$ cat src/rtl/vblank_if.sv
// Bundle between the raster counters / entity engines and the vblank update scheduler.
interface vblank_if #(parameter int N_REQ = 7);
    logic [9:0]       v_counter;
    logic [10:0]      h_counter;
    logic [N_REQ-1:0] req;
    logic [N_REQ-1:0] done;
    logic             ovr_clr;
    logic [N_REQ-1:0] grant;
    logic             frame_tick;
    logic             busy;
    logic             overrun;
    logic [N_REQ-1:0] timeout;
    logic [7:0]       frame_cnt;

    modport master (
        output v_counter, h_counter, req, done, ovr_clr,
        input  grant, frame_tick, busy, overrun, timeout, frame_cnt
    );

    modport slave (
        input  v_counter, h_counter, req, done, ovr_clr,
        output grant, frame_tick, busy, overrun, timeout, frame_cnt
    );
endinterface

$ cat src/rtl/vblank_scheduler.sv
// Hands the vertical-blank update window to entity engines one at a time, fixed priority.
// Optional per-grant watchdog enabled by defining VBLANK_WATCHDOG_EN.
module vblank_scheduler #(
    parameter int N_REQ         = 7,
    parameter int V_ACTIVE_LAST = 767,
    parameter int SLOT_MAX      = 255
) (
    input  logic    clk,
    input  logic    reset_n,
    vblank_if.slave bus
);
    typedef enum logic [1:0] {IDLE, SCAN, GRANT, GAP} state_t;

    localparam logic [9:0] V_OPEN = 10'(V_ACTIVE_LAST + 1);

    state_t           state;
    logic [N_REQ-1:0] pend, grant, lowest, pend_after;
    logic             frame_tick, busy, overrun;
    logic [7:0]       frame_cnt;
    logic             open_ev, close_ev, done_hit, expire, rel, ovr_set;

    assign open_ev    = (bus.v_counter == V_OPEN) && (bus.h_counter == '0);
    assign close_ev   = (bus.v_counter == '0) && (bus.h_counter == '0);
    // lowest set bit of pend: index 0 has the highest priority
    assign lowest     = pend & (~pend + N_REQ'(1));
    assign done_hit   = (state == GRANT) && |(bus.done & grant);
    assign rel        = done_hit || expire;
    // a same-cycle done/expiry retires its requester before the close check
    assign pend_after = rel ? (pend & ~grant) : pend;
    assign ovr_set    = close_ev && (state != IDLE) && |pend_after;

`ifdef VBLANK_WATCHDOG_EN
    logic [7:0]       slot_cnt;
    logic [N_REQ-1:0] timeout;

    always_ff @(posedge clk or negedge reset_n) begin
        if (!reset_n) begin
            slot_cnt <= '0;
            timeout  <= '0;
        end else begin
            if (state == SCAN)
                slot_cnt <= '0;
            else if (state == GRANT)
                slot_cnt <= slot_cnt + 8'd1;
            if (expire)
                timeout <= timeout | grant;
        end
    end

    assign expire      = (state == GRANT) && (slot_cnt == 8'(SLOT_MAX - 1)) && !done_hit;
    assign bus.timeout = timeout;
`else
    assign expire      = 1'b0;
    assign bus.timeout = '0;
`endif

    always_ff @(posedge clk or negedge reset_n) begin
        if (!reset_n) begin
            state      <= IDLE;
            pend       <= '0;
            grant      <= '0;
            frame_tick <= 1'b0;
            busy       <= 1'b0;
            overrun    <= 1'b0;
            frame_cnt  <= '0;
        end else begin
            frame_tick <= 1'b0;
            overrun    <= ovr_set | (overrun & ~bus.ovr_clr);
            if (close_ev && state != IDLE) begin
                state <= IDLE;
                busy  <= 1'b0;
                grant <= '0;
                pend  <= '0;
            end else begin
                case (state)
                    IDLE: if (open_ev) begin
                        pend       <= bus.req;
                        frame_tick <= 1'b1;
                        frame_cnt  <= frame_cnt + 8'd1;
                        busy       <= 1'b1;
                        state      <= SCAN;
                    end
                    SCAN: if (|pend) begin
                        grant <= lowest;
                        state <= GRANT;
                    end else begin
                        busy  <= 1'b0;
                        state <= IDLE;
                    end
                    GRANT: if (rel) begin
                        grant <= '0;
                        pend  <= pend_after;
                        state <= GAP;
                    end
                    GAP: state <= SCAN;
                    default: state <= IDLE;
                endcase
            end
        end
    end

    assign bus.grant      = grant;
    assign bus.frame_tick = frame_tick;
    assign bus.busy       = busy;
    assign bus.overrun    = overrun;
    assign bus.frame_cnt  = frame_cnt;
endmodule
$ cat src/flat_wrapper.sv
// flat-port wrapper written by rule: the top's interface ports become plain ports
module vblank_scheduler_flat 
#(
    parameter int N_REQ         = 7,
    parameter int V_ACTIVE_LAST = 767,
    parameter int SLOT_MAX      = 255
)
  (clk, reset_n, bus_v_counter, bus_h_counter, bus_req, bus_done, bus_ovr_clr, bus_grant, bus_frame_tick, bus_busy, bus_overrun, bus_timeout, bus_frame_cnt);
  vblank_if #(.N_REQ(N_REQ)) bus_i ();
  input  logic clk;
  input  logic reset_n;
  input wire logic [$bits(bus_i.v_counter)-1:0] bus_v_counter;
  input wire logic [$bits(bus_i.h_counter)-1:0] bus_h_counter;
  input wire logic [$bits(bus_i.req)-1:0] bus_req;
  input wire logic [$bits(bus_i.done)-1:0] bus_done;
  input wire logic [$bits(bus_i.ovr_clr)-1:0] bus_ovr_clr;
  output wire logic [$bits(bus_i.grant)-1:0] bus_grant;
  output wire logic [$bits(bus_i.frame_tick)-1:0] bus_frame_tick;
  output wire logic [$bits(bus_i.busy)-1:0] bus_busy;
  output wire logic [$bits(bus_i.overrun)-1:0] bus_overrun;
  output wire logic [$bits(bus_i.timeout)-1:0] bus_timeout;
  output wire logic [$bits(bus_i.frame_cnt)-1:0] bus_frame_cnt;
  assign bus_i.v_counter = bus_v_counter;
  assign bus_i.h_counter = bus_h_counter;
  assign bus_i.req = bus_req;
  assign bus_i.done = bus_done;
  assign bus_i.ovr_clr = bus_ovr_clr;
  assign bus_grant = bus_i.grant;
  assign bus_frame_tick = bus_i.frame_tick;
  assign bus_busy = bus_i.busy;
  assign bus_overrun = bus_i.overrun;
  assign bus_timeout = bus_i.timeout;
  assign bus_frame_cnt = bus_i.frame_cnt;
  vblank_scheduler #(.N_REQ(N_REQ), .V_ACTIVE_LAST(V_ACTIVE_LAST), .SLOT_MAX(SLOT_MAX)) u_core (.clk(clk), .reset_n(reset_n), .bus(bus_i));
endmodule
$ cat config.mk
export PLATFORM = sky130hd
export DESIGN_NAME = vblank_scheduler_flat
export DESIGN_NICKNAME = d
export VERILOG_FILES = /design/src/rtl/vblank_if.sv /design/src/rtl/vblank_scheduler.sv /design/src/flat_wrapper.sv
export SDC_FILE = /design/constraint.sdc
export NUM_CORES = 1
export LEC_CHECK = 0
export ABC_AREA = 1
export ABC_CLOCK_PERIOD_IN_PS = 1800
export BUFFER_PORTS_ARGS = -buffer_cell sky130_fd_sc_hd__clkbuf_2
export CORE_MARGIN = 2
export CORE_UTILIZATION = 37
export CTS_BUF_LIST = sky130_fd_sc_hd__clkbuf_8
export CTS_CLUSTER_SIZE = 28
export DETAILED_ROUTE_END_ITERATION = 8
export PLACE_DENSITY = 0.62
export SKIP_CTS_REPAIR_TIMING = 1
export SLEW_MARGIN = 20
export SYNTH_ARGS = -nofsm -noshare
export SYNTH_HDL_FRONTEND = slang
export SYNTH_SLANG_ARGS = --single-unit
$ cat constraint.sdc
create_clock -name clk -period 1.8 [get_ports clk]
set_clock_uncertainty 0.2 [all_clocks]
set_input_delay 0.36 -clock clk [delete_from_list [all_inputs] [get_ports clk]]
set_output_delay 0.36 -clock clk [all_outputs]
set_load 0.05 [all_outputs]
# == After elaboration in Yosys (flattened, before gate mapping) ==
# Index checks and enable logic that the tools add are counted.
# W data, S select, Z words.
# totals
regBits,27
inputBits,38
out_inout_bits,25
wordCells,67
# classes
addsub,2
eq_ne,8
mux,21
bitwise,9
reduce_logical,20
# op_table
cell,n
$mux W7,7
$pmux W7 S2,2
$and A7 B7 Y7,3
$reduce_or A7 Y1,3
$not A7 Y7,2
$reduce_and A3 Y1,4
$logic_not A11 Y1,1
$eq A10 B10 Y1 const B,1
$logic_not A10 Y1,1
$reduce_bool A3 Y1,3
$add A8 B1 Y8 const B,1
$mux W2,4
$pmux W2 S4,1
$add A7 B1 Y7 const B,1
$mux W1,6
$ne A3 B1 Y1 const B,2
$ne A3 B2 Y1 const B,2
$logic_and A1 B1 Y1,5
$eq A2 B2 Y1 const B,2
$eq A2 B1 Y1 const B,1
$logic_not A2 Y1,1
$not A1 Y1,2
$pmux W1 S2,1
$reduce_and A2 Y1,1
other kinds (3),3

# == Longest topological paths before layout ==
# logic_depth
word_depth,7
ltp_mapped,11
depth_no_buf,11

# == Worst setup path before layout ==
# Ideal clock, no wire load.
# synth_timing
path_kind,reg2reg
from,"reg u_core.grant[4], in the netlist u_core.bus.grant[4]"
to,reg u_core.pend[3]
setup_time_ns,0.118
arrival_ns,1.642
required_time_ns,1.482
slack_ns,-0.160
path_stages_with_launch,11
path_buffers,1
synth_period_minus_slack_ns,1.960
cell_sequence,dfrtp_1 > nand2_1 > nand2_1 > nor2_1 > nand2_1 > nand2_1 > nand3_4 > nand3_4 > buf_6 > nand2_1 > o21ai_2
# synth_between
elab_chain_len,7
word_cells_on_any_way,9
cone_classes,eq/ne (1); mux (4); bitwise (1); reduce/logical (3)
# synth_rtl
item,line,rtl
start: declaration,vblank_scheduler.sv:17,"logic [N_REQ-1:0] pend, grant, lowest, pend_after;"
start signal: assignment,vblank_scheduler.sv:84,grant <= lowest;
$and A7 B7 Y7 *,vblank_scheduler.sv:26,assign done_hit = (state == GRANT) && |(bus.done & grant);
$reduce_or A7 Y1 *,vblank_scheduler.sv:26,
$logic_and A1 B1 Y1 *,vblank_scheduler.sv:26,
$mux W7,vblank_scheduler.sv:29,assign pend_after = rel ? (pend & ~grant) : pend;
$mux W7,vblank_scheduler.sv:90,GRANT: if (rel) begin
$pmux W7 S2,vblank_scheduler.sv:75,case (state)
$mux W7,vblank_scheduler.sv:69,if (close_ev && state != IDLE) begin
end signal: assignment,vblank_scheduler.sv:77,pend <= bus.req;
end signal: assignment,vblank_scheduler.sv:92,pend <= pend_after;
end: declaration,vblank_scheduler.sv:17,
# Mark *: on every way between the ends. The rest lies on a longest branch, timed or not. The select of a mux whose other input is x is not followed.
# A chain may end at the register's enable or synchronous reset.

# == Worst setup path after layout ==
# layout_timing
from,reg u_core.state[1]
to,"reg u_core.grant[1], in the netlist u_core.bus.grant[1]"
# layout_between
elab_chain_len,4
word_cells_on_any_way,11
cone_classes,eq/ne (4); mux (2); reduce/logical (5)
# layout_rtl
item,line,rtl
start: declaration,vblank_scheduler.sv:16,state_t state;
start signal: assignment,vblank_scheduler.sv:59,state <= IDLE;
start signal: assignment,vblank_scheduler.sv:70,state <= IDLE;
start signal: assignment,vblank_scheduler.sv:81,state <= SCAN;
$eq A2 B2 Y1 or $reduce_bool A2 Y1 (tied branches),"vblank_scheduler.sv:26, vblank_scheduler.sv:75, vblank_scheduler.sv:69",
"$logic_and A1 B1 Y1, on equally long branches","vblank_scheduler.sv:26, vblank_scheduler.sv:69",
$ne A3 B2 Y1 (no line) (tied with other cells),-,
$reduce_and A3 Y1 (no line),-,
# Parallel ways exist; a longest one is shown, timed or not.

==> results.sh <==
export IMPL_combPwrFrac_pct=62.1
export IMPL_final_setup_worst_slack_ns=0.126
export IMPL_internal_power_w=0.00178
export IMPL_seqCellArea_um2=686
export IMPL_antenna_found_initial=0
export IMPL_setup_violations=0
export IMPL_dp_cells=408
export IMPL_fin_tns_setup_ns=0
export IMPL_place_congestion=0.807
export IMPL_track_usage_pct=17.0
export IMPL_routed_wl_um=4620
export IMPL_slew_viol_final=0
export IMPL_synth_compound_area_share_pct=5.24
export IMPL_syn_avg_cell_area_um2=7.03
export IMPL_post_drt_via_cell_ratio=4.63
export IMPL_period_needed_ns=1.67
export IMPL_dpl_cell_area_um2=2380
export IMPL_hold_viol=0
export IMPL_crit_start="u_core.state[1]"
export IMPL_clkSinkCount=27
export IMPL_grt_max_degree=28
export IMPL_dieArea_um2=5620
export IMPL_path_max_fanout=7
export IMPL_power_switching_w=0.00160
export IMPL_critical_path_class="register to register"
export IMPL_ir_drop_mv=0.609
export IMPL_numCtsBuffers=3
export IMPL_final_common_cell="nand2_1"
export IMPL_cts_max_level=1
export IMPL_share_seq_of_total_power_pct=26.9
export IMPL_clk_pin_slew_ns=0.10
export IMPL_start_util_pct=38.9
export IMPL_overflow=0
export IMPL_status="completed"
export IMPL_switching_share_pct=47.3
export IMPL_critPathCaptureType="register"
export IMPL_num_antenna_cells=0
export IMPL_timing_rr_start="u_core.state[1]"
export IMPL_rows=25
export IMPL_synth_seq_cells=27
export IMPL_ant_nets=0
export IMPL_ys_types=26
export IMPL_clk_latency_ns=0.28
export IMPL_cap_violations=0
export IMPL_fmax_ghz=0.597
export IMPL_utilization_pct=53.6
export IMPL_cp_arrival_ns=1.65
export IMPL_hold_start="bus_ovr_clr"
export IMPL_die_width_um=75.0
export IMPL_yosysSeqAreaShare_pct=36.3
export IMPL_design_core_area_um2=4790
export IMPL_synth_top_family_by_area="simple AND/OR/NAND/NOR gates"
export IMPL_synth_xor_area_share_pct=3.29
export IMPL_cts_root_buf="clkbuf_8"
export IMPL_route_detailed_drc=0
export IMPL_hold_class="input pin to register"
export IMPL_final_cell_mix="nand2_1 (94), clkbuf_2 (55), buf_4 (31)"
export IMPL_wl_per_cell_um=11.0
export IMPL_grt_pass1_vias=1759
export IMPL_start_kind="register"
export IMPL_pwr_share_clk_pct=11.0
export IMPL_critPathRequiredTime_ns=1.78
export IMPL_synth_fa_ha_area_share_pct=2.69
export IMPL_vias=1944
export IMPL_first_pass_iters=4
export IMPL_multi_input_area_um2=1100
export IMPL_drive_above_1_share_pct=35.4
export IMPL_io_buffers=55
export IMPL_fillers=482
export IMPL_synth_area_um2=1860
export IMPL_rsz0062_at_grt="no"
export IMPL_area_growth_pct=37.6
export IMPL_dp_hpwl_um=3550
export IMPL_grt_pass1_wl_um=7290
export IMPL_syn_inst=265
export IMPL_stdcell_count=420
export IMPL_period_share_pct=93.0
export IMPL_ios=63
export IMPL_yosysWarnings=0
export IMPL_synth_simple_area_share_pct=42.2
export IMPL_final_cell_area_um2=2560
export IMPL_dp_slack_ns=-0.104
export IMPL_powerDensity_nw_per_um2=1320
export IMPL_muxShareOfSynthArea_pct=0
export IMPL_cts_tree="yes"
export IMPL_cts_path_max_buffers=2
export IMPL_power_leakage_nw=1.43
export IMPL_nNetsFinal=396
export IMPL_drt_initial_drc_count=88
export IMPL_dieHeight_um=75.0
-- area by class of cell --
class / instances / area share (%)
clock buffers: 3 / 1.61
clock inverters: 1 / 0.293
inverters: 29 / 4.25
multi-input cells: 205 / 42.9
flip-flops and latches: 27 / 26.7
well taps: 67 / 3.27
repair buffers: 88 / 21.0
-- Yosys cell counts --
library cell   n  area [um^2]
nand2_1       96          360
inv_1         29          109
dfrtp_1       27          676
nor2_1        27          101
nand3_1       24          120
nand4_1       11         68.8
buf_4          8         60.1
o21ai_2        7         61.3
o21ai_0        5         25.0
ha_1           4         50.1
nor3_1         4         20.0
xor2_1         4         35.0
nand3_4        3         52.6
xnor2_1        3         26.3
or2_2          2         12.5
a31oi_1        1         6.26
buf_1          1         3.75
buf_6          1         11.3
clkbuf_1       1         3.75
conb_1         1         3.75
nand3_2        1         10.0
nand3b_1       1         7.51
nor2_2         1         6.26
nor2_4         1         11.3
nor3_4         1         16.3
o21ai_1        1         5.00
-- critical path: stages, from the launching register on --
cell     delay [ns]
dfrtp_2        0.45
inv_2          0.09
ha_4           0.15
inv_1          0.07
nand3_4        0.11
nand3_4        0.14
buf_4          0.20
nand4_1        0.10
nand2_1        0.05
-- per-stage QoR --
step	power, W	hold WS, ns
after global routing	0.00365	0.127
after CTS	0.00312	-0.130
after global placement	0.00270	0.186
after floorplan	0.00211	-0.136
after detailed placement	0.00274	0.183
final	0.00338	0.104
-- cells by family (layout without fill, tap and decap cells) --
family / after synthesis / after routing
simple gates: 172 / 173
buf+inv: 40 / 121
flops: 27 / 27
fa+ha+maj: 4 / 4
other cells: 1 / 7
compound gates: 14 / 14
xor+xnor: 7 / 7
-- worst paths after layout --
kind | to | slack, ns | depth (start not counted)
setup / recovery | u_core.bus.grant[1] | 0.13 | 8
hold / removal | u_core.bus.overrun | 0.10 | 4
setup reg to reg | u_core.bus.grant[1] | 0.13 | 8
hold reg to reg | u_core.bus.overrun | 0.29 | 2
max in group asynchronous | u_core.bus.grant[2] | 0.72 | 3
min in group asynchronous | u_core.pend[3] | 0.40 | 3
-- sequential cells by signal (all words and copies together) (netlist names) --
register and cells:
u_core.bus.overrun 1, u_core.pend 7, u_core.bus.frame_cnt 8, u_core.bus.frame_tick 1, u_core.bus.grant 7, u_core.state 2
u_core.bus.busy 1
-- power by group through the flow --
stage                     registers (W)  logic (W)  clock network, W
final                          0.000908    0.00210          0.000370
after global routing           0.000925    0.00232          0.000410
after CTS                      0.000888    0.00185          0.000385
after detailed placement       0.000898    0.00184                 0
after global placement         0.000892    0.00181                 0
after floorplan                 0.00112   0.000985                 0
-- routing by layer --
metal,share of wire [%],vias to the layer above,global-route usage [%]
met5,0,-,0
met4,0.80,0,5.56
met3,4.3,4,2.54
met2,51,55,31.9
met1,44,873,19.8
li1,-,1012,-
Power figures use the tool's default switching activity.
